==> src/rtl/genius_seq_gen_pkg.sv <==
// Shared types and constants for the Genius sequence engine:
// FSM encodings, default geometry and the LFSR feedback.
package genius_seq_gen_pkg;

    typedef enum logic [1:0] {
        S_IDLE  = 2'd0,
        S_PLAY  = 2'd1,
        S_GUESS = 2'd2
    } state_t;

    localparam int          DEF_N_COLORS = 4;
    localparam int          DEF_MAX_LEN  = 16;
    localparam logic [15:0] DEF_SEED     = 16'hACE1;

    // Galois mask for x^16+x^14+x^13+x^11+1 (right-shifting form)
    localparam logic [15:0] LFSR_TAPS    = 16'hB400;

    function automatic logic [15:0] lfsr_step(input logic [15:0] q);
        return q[0] ? ((q >> 1) ^ LFSR_TAPS) : (q >> 1);
    endfunction

endpackage

==> src/rtl/genius_seq_gen_if.sv <==
// Controller/IO-side bundle of the sequence engine; master drives commands,
// slave (the engine) drives playback and result pulses.
interface genius_seq_gen_if
    import genius_seq_gen_pkg::*;
#(
    parameter int N_COLORS = DEF_N_COLORS,
    parameter int MAX_LEN  = DEF_MAX_LEN
);
    localparam int LW = $clog2(MAX_LEN) + 1;

    logic                mode;
    logic                new_game;
    logic                extend;
    logic                play;
    logic                tick;
    logic                guess_valid;
    logic [N_COLORS-1:0] guess;
    logic [N_COLORS-1:0] color_out;
    logic                play_busy;
    logic                play_done;
    logic                match;
    logic                mismatch;
    logic                round_done;
    logic [LW-1:0]       seq_len;
    logic                full;

    modport master (
        output mode, new_game, extend, play, tick, guess_valid, guess,
        input  color_out, play_busy, play_done, match, mismatch, round_done,
               seq_len, full
    );

    modport slave (
        input  mode, new_game, extend, play, tick, guess_valid, guess,
        output color_out, play_busy, play_done, match, mismatch, round_done,
               seq_len, full
    );

endinterface

==> src/rtl/genius_seq_gen_lfsr.sv <==
// Free-running 16-bit Galois LFSR; runs every cycle so player timing
// decides which value a new element picks up.
module genius_lfsr
    import genius_seq_gen_pkg::*;
#(
    parameter logic [15:0] SEED = DEF_SEED
) (
    input  logic        clk,
    input  logic        rst,
    output logic [15:0] q
);

    always_ff @(posedge clk or posedge rst) begin
        if (rst) q <= SEED;
        else     q <= lfsr_step(q);
    end

endmodule

==> src/rtl/genius_seq_gen.sv <==
// Genius sequence engine: run-time-length sequence store, fixed/random fill,
// tick-paced playback and guess checking. All outputs are registered.
module genius_seq_gen
    import genius_seq_gen_pkg::*;
#(
    parameter int          N_COLORS = DEF_N_COLORS,
    parameter int          MAX_LEN  = DEF_MAX_LEN,
    parameter logic [15:0] SEED     = DEF_SEED
) (
    input  logic            clk,
    input  logic            rst,
    genius_seq_gen_if.slave bus
);

    localparam int CW = $clog2(N_COLORS);
    localparam int IW = $clog2(MAX_LEN);
    localparam int LW = IW + 1;
    localparam logic [LW-1:0] LEN_ONE = LW'(1);
    localparam logic [LW-1:0] LEN_MAX = LW'(MAX_LEN);

    function automatic logic [N_COLORS-1:0] onehot(input logic [CW-1:0] i);
        return N_COLORS'(1) << i;
    endfunction

    state_t                      state_q, state_n;
    logic [IW-1:0]               idx_q, idx_n, gidx_q, gidx_n;
    logic [LW-1:0]               len_q, len_n, last;
    logic [MAX_LEN-1:0][CW-1:0]  mem;
    logic                        wr_en;
    logic [IW-1:0]               wr_idx;
    logic [CW-1:0]               new_col;
    logic [15:0]                 lfsr_q;
    logic                        unused_lfsr;

    logic [N_COLORS-1:0] color_q, color_n;
    logic busy_q, done_q, done_n, match_q, match_n, mism_q, mism_n, rdone_q, rdone_n;
    logic full_q;

    genius_lfsr #(.SEED(SEED)) u_lfsr (.clk(clk), .rst(rst), .q(lfsr_q));

    assign unused_lfsr = ^lfsr_q[15:CW];
    assign new_col     = bus.mode ? lfsr_q[CW-1:0] : '0;
    assign last        = len_q - LEN_ONE;

    always_comb begin
        state_n = state_q;
        idx_n   = idx_q;
        gidx_n  = gidx_q;
        len_n   = len_q;
        wr_en   = 1'b0;
        wr_idx  = '0;
        done_n  = 1'b0;
        match_n = 1'b0;
        mism_n  = 1'b0;
        rdone_n = 1'b0;
        if (bus.new_game) begin
            state_n = S_IDLE;
            wr_en   = 1'b1;
            len_n   = LEN_ONE;
            idx_n   = '0;
            gidx_n  = '0;
        end else begin
            case (state_q)
                S_IDLE: begin
                    // extend wins over a same-cycle play
                    if (bus.extend) begin
                        if (len_q != LEN_MAX) begin
                            wr_en  = 1'b1;
                            wr_idx = len_q[IW-1:0];
                            len_n  = len_q + LEN_ONE;
                        end
                    end else if (bus.play && len_q != '0) begin
                        state_n = S_PLAY;
                        idx_n   = '0;
                    end
                end
                S_PLAY: begin
                    if (bus.tick) begin
                        if ({1'b0, idx_q} == last) begin
                            done_n  = 1'b1;
                            state_n = S_GUESS;
                            gidx_n  = '0;
                        end else begin
                            idx_n = idx_q + IW'(1);
                        end
                    end
                end
                S_GUESS: begin
                    if (bus.guess_valid) begin
                        // onehot() is always one-hot, so malformed guesses fall to mismatch
                        if (bus.guess == onehot(mem[gidx_q])) begin
                            match_n = 1'b1;
                            if ({1'b0, gidx_q} == last) begin
                                rdone_n = 1'b1;
                                state_n = S_IDLE;
                            end else begin
                                gidx_n = gidx_q + IW'(1);
                            end
                        end else begin
                            mism_n  = 1'b1;
                            state_n = S_IDLE;
                        end
                    end
                end
                default: state_n = S_IDLE;
            endcase
        end
        color_n = (state_n == S_PLAY) ? onehot(mem[idx_n]) : '0;
    end

    always_ff @(posedge clk or posedge rst) begin
        if (rst) begin
            state_q <= S_IDLE;
            idx_q   <= '0;
            gidx_q  <= '0;
            len_q   <= '0;
            mem     <= '0;
            color_q <= '0;
            busy_q  <= 1'b0;
            done_q  <= 1'b0;
            match_q <= 1'b0;
            mism_q  <= 1'b0;
            rdone_q <= 1'b0;
            full_q  <= 1'b0;
        end else begin
            state_q <= state_n;
            idx_q   <= idx_n;
            gidx_q  <= gidx_n;
            len_q   <= len_n;
            if (wr_en) mem[wr_idx] <= new_col;
            color_q <= color_n;
            busy_q  <= (state_n == S_PLAY);
            done_q  <= done_n;
            match_q <= match_n;
            mism_q  <= mism_n;
            rdone_q <= rdone_n;
            full_q  <= (len_n == LEN_MAX);
        end
    end

    assign bus.color_out  = color_q;
    assign bus.play_busy  = busy_q;
    assign bus.play_done  = done_q;
    assign bus.match      = match_q;
    assign bus.mismatch   = mism_q;
    assign bus.round_done = rdone_q;
    assign bus.seq_len    = len_q;
    assign bus.full       = full_q;

endmodule

==> src/flat_wrapper.sv <==
// flat-port wrapper written by rule: the top's interface ports become plain ports
module genius_seq_gen_flat import genius_seq_gen_pkg::*;
#(
    parameter int          N_COLORS = DEF_N_COLORS,
    parameter int          MAX_LEN  = DEF_MAX_LEN,
    parameter logic [15:0] SEED     = DEF_SEED
)
  (clk, rst, bus_mode, bus_new_game, bus_extend, bus_play, bus_tick, bus_guess_valid, bus_guess, bus_color_out, bus_play_busy, bus_play_done, bus_match, bus_mismatch, bus_round_done, bus_seq_len, bus_full);
  genius_seq_gen_if #(.N_COLORS(N_COLORS), .MAX_LEN(MAX_LEN)) bus_i ();
  input  logic clk;
  input  logic rst;
  input wire logic [$bits(bus_i.mode)-1:0] bus_mode;
  input wire logic [$bits(bus_i.new_game)-1:0] bus_new_game;
  input wire logic [$bits(bus_i.extend)-1:0] bus_extend;
  input wire logic [$bits(bus_i.play)-1:0] bus_play;
  input wire logic [$bits(bus_i.tick)-1:0] bus_tick;
  input wire logic [$bits(bus_i.guess_valid)-1:0] bus_guess_valid;
  input wire logic [$bits(bus_i.guess)-1:0] bus_guess;
  output wire logic [$bits(bus_i.color_out)-1:0] bus_color_out;
  output wire logic [$bits(bus_i.play_busy)-1:0] bus_play_busy;
  output wire logic [$bits(bus_i.play_done)-1:0] bus_play_done;
  output wire logic [$bits(bus_i.match)-1:0] bus_match;
  output wire logic [$bits(bus_i.mismatch)-1:0] bus_mismatch;
  output wire logic [$bits(bus_i.round_done)-1:0] bus_round_done;
  output wire logic [$bits(bus_i.seq_len)-1:0] bus_seq_len;
  output wire logic [$bits(bus_i.full)-1:0] bus_full;
  assign bus_i.mode = bus_mode;
  assign bus_i.new_game = bus_new_game;
  assign bus_i.extend = bus_extend;
  assign bus_i.play = bus_play;
  assign bus_i.tick = bus_tick;
  assign bus_i.guess_valid = bus_guess_valid;
  assign bus_i.guess = bus_guess;
  assign bus_color_out = bus_i.color_out;
  assign bus_play_busy = bus_i.play_busy;
  assign bus_play_done = bus_i.play_done;
  assign bus_match = bus_i.match;
  assign bus_mismatch = bus_i.mismatch;
  assign bus_round_done = bus_i.round_done;
  assign bus_seq_len = bus_i.seq_len;
  assign bus_full = bus_i.full;
  genius_seq_gen #(.N_COLORS(N_COLORS), .MAX_LEN(MAX_LEN), .SEED(SEED)) u_core (.clk(clk), .rst(rst), .bus(bus_i));
endmodule
==> config.mk <==
export PLATFORM = sky130hd
export DESIGN_NAME = genius_seq_gen_flat
export DESIGN_NICKNAME = d
export VERILOG_FILES = /design/src/rtl/genius_seq_gen_pkg.sv /design/src/rtl/genius_seq_gen_if.sv /design/src/rtl/genius_seq_gen_lfsr.sv /design/src/rtl/genius_seq_gen.sv /design/src/flat_wrapper.sv
export SDC_FILE = /design/constraint.sdc
export NUM_CORES = 1
export LEC_CHECK = 0
export CAP_MARGIN = 0
export CORE_ASPECT_RATIO = 1.25
export CORE_UTILIZATION = 40
export CTS_BUF_LIST = sky130_fd_sc_hd__clkbuf_16
export DETAILED_ROUTE_END_ITERATION = 8
export GPL_TIMING_DRIVEN = 1
export PLACE_DENSITY = 0.7
export SKIP_CTS_REPAIR_TIMING = 1
export SYNTH_ARGS = -nofsm -noshare
export SYNTH_HDL_FRONTEND = slang
export SYNTH_HIERARCHICAL = 1
export SYNTH_SLANG_ARGS = --single-unit
==> constraint.sdc <==
create_clock -name clk -period 3.65 [get_ports clk]
set_input_delay 0.5475 -clock clk [delete_from_list [all_inputs] [get_ports clk]]
set_output_delay 0.5475 -clock clk [all_outputs]
set_load 0.01 [all_outputs]
* Word-level counts from Yosys, hierarchy flattened
Cells that the tools add are included.
Cells by class: add/subtract/negate cells 4, magnitude comparators 4, equal/unequal tests 13, shift operators 2, multiplexer cells 61, bitwise logic cells 1, reductions and logical operators 6
Operators by type and width (number):
- 4-bit 2-to-1 mux | 16
- 32-bit bitwise mux | 1
- 2-bit 2-to-1 mux | 12
- 1-bit 2-to-1 mux | 21
- 5-bit 2-to-1 mux | 4
- 2-bit binary-select mux with 4-bit select | 2
- 16-bit 2-to-1 mux | 1
- 4-bit case mux with 2 select lines | 2
- 4-bit by 5-bit less-than comparator with 1-bit output (second input constant) | 3
- 4-bit by 5-bit == test with 1-bit output | 2
- 3-bit inequality test (second input constant) | 3
- 4-bit by 1-bit adder with 4-bit output (second input constant) | 2
- 2-bit demux with 4-bit select | 1
- 1-bit by 2-bit << shifter with 4-bit output (first input constant) | 2
- 3-bit by 2-bit inequality test with 1-bit output (second input constant) | 2
- 2-bit case mux with 3 select lines | 1
- 6-bit AND reduction | 1
- 5-bit by 1-bit adder with 5-bit output (second input constant) | 1
- 5-bit == test (second input constant) | 1
- 5-bit inequality test (second input constant) | 1
- 5-bit nonzero test | 1
- 5-bit by 1-bit subtractor with 5-bit output (second input constant) | 1
- 2-bit by 1-bit == test with 1-bit output (second input constant) | 2
- 4-bit == test | 1
- 6 further kinds | 7
Storage, ports and cells: bits in registers 73, output and inout port bits 15, word-level logic and storage cells 119

* Logic depth before layout (Yosys ltp)
word-level depth 10, mapped depth 14, gate-level depth less buffers 12

* Cells and area by module
Netlist, hierarchy kept.
By module, submodules not included:
- genius_seq_gen | instances 1, cells each 371, area an instance 3691.0 µm², seq. area each 1426.4 µm²
- genius_lfsr | instances 1, cells each 20, area an instance 440.4 µm², seq. area each 410.4 µm²

* Least setup slack after synthesis
OpenSTA, ideal clock, no wires.
path kind reg-to-reg, start point reg u_core.len_q[1], in the netlist u_core/bus.seq_len[1], end point reg u_core.color_q[1], in the netlist u_core/bus.color_out[1], setup time 0.120 ns, data arrival time 3.038 ns, slack 0.493 ns, cell stages (with the launch flop) 15, path buffers 2, period minus slack after synthesis 3.157 ns, cell sequence dfrtp_1 > clkbuf_1 > inv_1 > ha_1 > and3_1 > a22o_1 > or3_1 > o311ai_0 > o21a_1 > buf_4 > mux2i_1 > mux2i_1 > a32oi_1 > o211ai_1 > and3_1
Between the ends: word-level cells in the longest chain between the ends 10, elaborated cells between the ends (all ways) 25
RTL lines:
- start: declaration | line genius_seq_gen.sv:27 | logic [LW-1:0] len_q, len_n, last;
- start signal: assignment | line genius_seq_gen.sv:129 | len_q <= len_n;
- 5-bit by 1-bit subtractor with 5-bit output or 5-bit nonzero test (tied branches) | line genius_seq_gen.sv:43, genius_seq_gen.sv:72
- 4-bit by 5-bit == test with 1-bit output or 1-bit logical AND (tied branches) | line genius_seq_gen.sv:79, genius_seq_gen.sv:72
- 4-bit 2-to-1 mux, on equally long branches | line genius_seq_gen.sv:79, genius_seq_gen.sv:72
- 4-bit 2-to-1 mux, on equally long branches | line genius_seq_gen.sv:78, genius_seq_gen.sv:66
- 4-bit case mux with 2 select lines * | line genius_seq_gen.sv:63 | case (state_q)
- 4-bit 2-to-1 mux * | line genius_seq_gen.sv:56 | if (bus.new_game) begin
- via u_core.idx_n[1] | line genius_seq_gen.sv:26 | logic [IW-1:0] idx_q, idx_n, gidx_q, gidx_n;
- 2-bit binary-select mux with 4-bit select * | line genius_seq_gen.sv:108 | color_n = (state_n == S_PLAY) ? onehot(mem[idx_n]) : '0;
- 2-bit 2-to-1 mux (not written as such) * | line genius_seq_gen.sv:108
- 1-bit by 2-bit << shifter with 4-bit output * | line genius_seq_gen.sv:22 | return N_COLORS'(1) << i;
- 4-bit 2-to-1 mux * | line genius_seq_gen.sv:108
- via u_core.color_n[1] | line genius_seq_gen.sv:35 | logic [N_COLORS-1:0] color_q, color_n;
- end signal: assignment | line genius_seq_gen.sv:131 | color_q <= color_n;
- end: declaration | line genius_seq_gen.sv:35
The timed path passes the listed nets; every way through them passes the cells marked *. The select of a mux whose other input is x is not followed. A chain may end at the register's enable or synchronous reset.

* Final worst setup path
start point reg u_core.len_q[0], in the netlist u_core/bus.seq_len[0], end point reg u_core.color_q[3], in the netlist u_core/bus.color_out[3]
Between the ends: word-level cells in the longest chain between the ends 10, elaborated cells between the ends (all ways) 25
RTL lines (line):
- 5-bit by 1-bit subtractor with 5-bit output or 5-bit nonzero test (tied branches) | genius_seq_gen.sv:43, genius_seq_gen.sv:72
- 4-bit by 5-bit == test with 1-bit output or 1-bit logical AND (tied branches) | genius_seq_gen.sv:79, genius_seq_gen.sv:72
- 4-bit 2-to-1 mux, on equally long branches | genius_seq_gen.sv:79, genius_seq_gen.sv:72
- 4-bit 2-to-1 mux, on equally long branches | genius_seq_gen.sv:78, genius_seq_gen.sv:66
- 4-bit case mux with 2 select lines | genius_seq_gen.sv:63
- 4-bit 2-to-1 mux | genius_seq_gen.sv:56
- 2-bit binary-select mux with 4-bit select | genius_seq_gen.sv:108
- 2-bit 2-to-1 mux (not written as such) | genius_seq_gen.sv:108
- 1-bit by 2-bit << shifter with 4-bit output | genius_seq_gen.sv:22
- 4-bit 2-to-1 mux * | genius_seq_gen.sv:108
- via u_core.color_n[3] | genius_seq_gen.sv:35
Marks and branches as above.

==> metrics <==
initial antenna violation count=0; count leader, synth=dfrtp_1; wire length on met2=5250 µm; Critical R2R Launch=u_core/bus.seq_len[0]; status=completed; Hold Path Class=reg2reg; final WL=10140 µm; Detail Route Antenna Nets=0; die height=115.6 µm; Setup WS pre-CTS=0.3314 ns; Most used DFF post-synth=dfrtp_1; library cells used by synthesis=65; slowest cell delay on critical path=0.67 ns; HPWL Detailed=7497 µm; IO Pins=27; TNS Setup=0 ns; Final WS setup=0.3857 ns; Slew headroom=0.4555; WHS=0.3543 ns; Comb pwr share=0.111; flop-to-flop setup slack=0.39 ns; switching pwr=0.0005324 W; # rows=41; Slew Limit Fails=0; metal3 WL=343 µm; Gate Count Post-Synth=391; Hold Path Cell Cnt=0; Initial Utilization=0.4109; Routed WL per cell=18.31 µm; Final Wtd Congestion=0.9004; Post-Route Utilization=0.4854; RSZ-0062 raised after global routing=false; Slowest-stage cell, CP=nor4_1; setup violators final=0; crit path max fanout=7; Critical Path, Cell by Cell=inv_1 > ha_1 > and3_1 > a22o_1 > or3_1 > o311ai_0 > nor4_1 > a32oi_1 > mux2_2 > a31o_2 > and3_1; Final min period=3.264 ns; max_cap viols=0; Max Used Layer=met4; register bit count reported by yosys=73; register area share after synthesis=0.4446; power per cell area=422.1 nW/µm²; CP most frequent cell=and3_1; Clk pin slew, worst setup/hold paths=0.07 ns; Fin. Hold Viols=0; Met1 Wirelength=4193 µm; EDFF count, synth=0; Synth Area per Inst=10.57 µm²; vias in the first global route=3339; share of the synthesized area in the top cell type=0.3937; Iter 0 DRT Violations=152; Reg2Reg Depth=11; internal power=0.001528 W; CP Class=reg2reg; Layout Skew=0.01186 ns; clk root buf=clkbuf_16; largest net degree at the start of global routing=22; Clock Path Buffers=2; Synth area leader=dfrtp_1; Worst VDD drop=0.2751 mV; top post-synthesis cells by count=dfrtp_1 (65), nor2_1 (39), mux2_2 (31); CP Launch Type=flip-flop; H-tree Lvls=3; Core Region=10050 µm²; Area growth syn-to-layout=18.14%; worst slew pin tran=0.8163 ns; global-route wire length before repair=16970 µm; DR vias=3194; Seq pwr share=0.406; Worst Hold Launch=u_core/u_lfsr/q[4]; yosys warns=6; CP Data Required Time=3.88 ns; placed instance area=4546 µm²; RR Endpoint=u_core/bus.color_out[3]; buffers added on ports=26; crit share post-route=0.8943; post-synthesis async set-or-reset flop share=1.000; Num CTS Buffers=9; # diodes=0; clock tree sinks=73; CTS tree=done; Max Fclk=306.3 MHz; Final nets=437; crit path capture type=flip-flop; Clock Power Share=0.483; DR pass1 iterations=4; Worst-Skew Late Latency=0.34 ns; Post-Syn Area=4131 µm²; die area=10740 µm²; via/cell ratio=5.765; Overall Global Routing Usage=0.2076; gr ovfl total=0; Min-Delay Endpoint=u_core/u_lfsr/q[3]; Die Span X=92.90 µm; DRC violations left=0; share of cells above drive strength 1=0.1906; top cells by area, synth=dfrtp_1 (39%), mux2_2 (8.4%), dfstp_2 (5.1%); Worst Path Arrival=3.50 ns; Leakage=2.089 nW; Design Area, Final=4881 µm²; Syn Nets=408; sw frac=0.2584
==> through the flow <==
stage / std cells / power [W]
after CTS: 554 / 0.002082
after detailed placement: 538 / 0.001078
final: 554 / 0.002060
after global placement: 538 / 0.001075
after floorplan: 391 / 0.0009966
after global routing: 554 / 0.002133
==> flip-flops by register name (all words and copies together), names as in the netlist, 2 cells and up <==
register	count
u_core/mem	32
u_core/u_lfsr/q	16
u_core/bus.seq_len	5
u_core/bus.color_out	4
u_core/gidx_q	4
u_core/idx_q	4
u_core/state_q	2
==> layout by cell type, fill, tap and decap left out, drive strengths merged, types with 8 or more instances in the layout <==
master and instances:
a21oi 13, buf 12, clkbuf 9, clkdlybuf4s50 26, dfrtp 65, dfstp 8
inv 18, mux2 31, mux2i 10, mux4 10, nand2 20, nand3 18
nor2 39, nor3 14, o21ai 16, xor2 12
==> layer usage <==
| layer | global-route usage | vias up |
|---|---|---|
| met5 | 0 | - |
| met4 | 0.1210 | 0 |
| li1 | - | 1503 |
| met1 | 0.2407 | 1601 |
| met2 | 0.3618 | 70 |
| met3 | 0.03478 | 20 |
==> critical path: cells and delay by family (launching register included) <==
family / cells / cell delay [ns]
compound gates: 4 / 0.82
fa+ha+maj: 1 / 0.31
buf+inv: 1 / 0.13
flops: 1 / 0.38
mux: 1 / 0.33
simple gates: 4 / 1.18
==> worst max-delay path by stage <==
stage                                     start                       to
after global routing      u_core/bus.seq_len[2]  u_core/bus.color_out[3]
after global placement                 bus_tick  u_core/bus.color_out[3]
after detailed placement               bus_tick  u_core/bus.color_out[1]
after CTS                      u_core/gidx_q[0]         u_core/gidx_q[0]
final                     u_core/bus.seq_len[0]  u_core/bus.color_out[3]
after floorplan           u_core/bus.seq_len[1]  u_core/bus.color_out[1]
==> cells by family (layout without fill, tap and decap cells) <==
group | count (synthesis) | count (layout) | share of synthesized area
buffers and inverters | 34 | 68 | 0.03634
adders and majority gates | 5 | 5 | 0.01514
DFF | 73 | 73 | 0.4446
xor gates and xnor gates | 18 | 18 | 0.03998
muxes | 51 | 51 | 0.1687
and+or+nand+nor | 140 | 140 | 0.1766
AOI/OAI and AO/OA | 70 | 70 | 0.1187
==> cell type report <==
type	instances	area, µm²
fillers	947	5174
multi-input cells	284	2145
repair buffers	38	350.3
clock buffers	9	225.2
clock inverters	7	110.1
inverters	14	52.55
flip-flops and latches	73	1837
well taps	129	161.4
==> power by group through the flow <==
stage / sequential (W) / combinational (W) / clock (W)
final: 0.000836 / 0.000229 / 0.000995
after global placement: 0.000849 / 0.000225 / 0
after CTS: 0.000836 / 0.000229 / 0.00102
after global routing: 0.000838 / 0.000255 / 0.00104
after floorplan: 0.000847 / 0.000150 / 0
after detailed placement: 0.000851 / 0.000228 / 0
(Power assumes the default switching activity.)
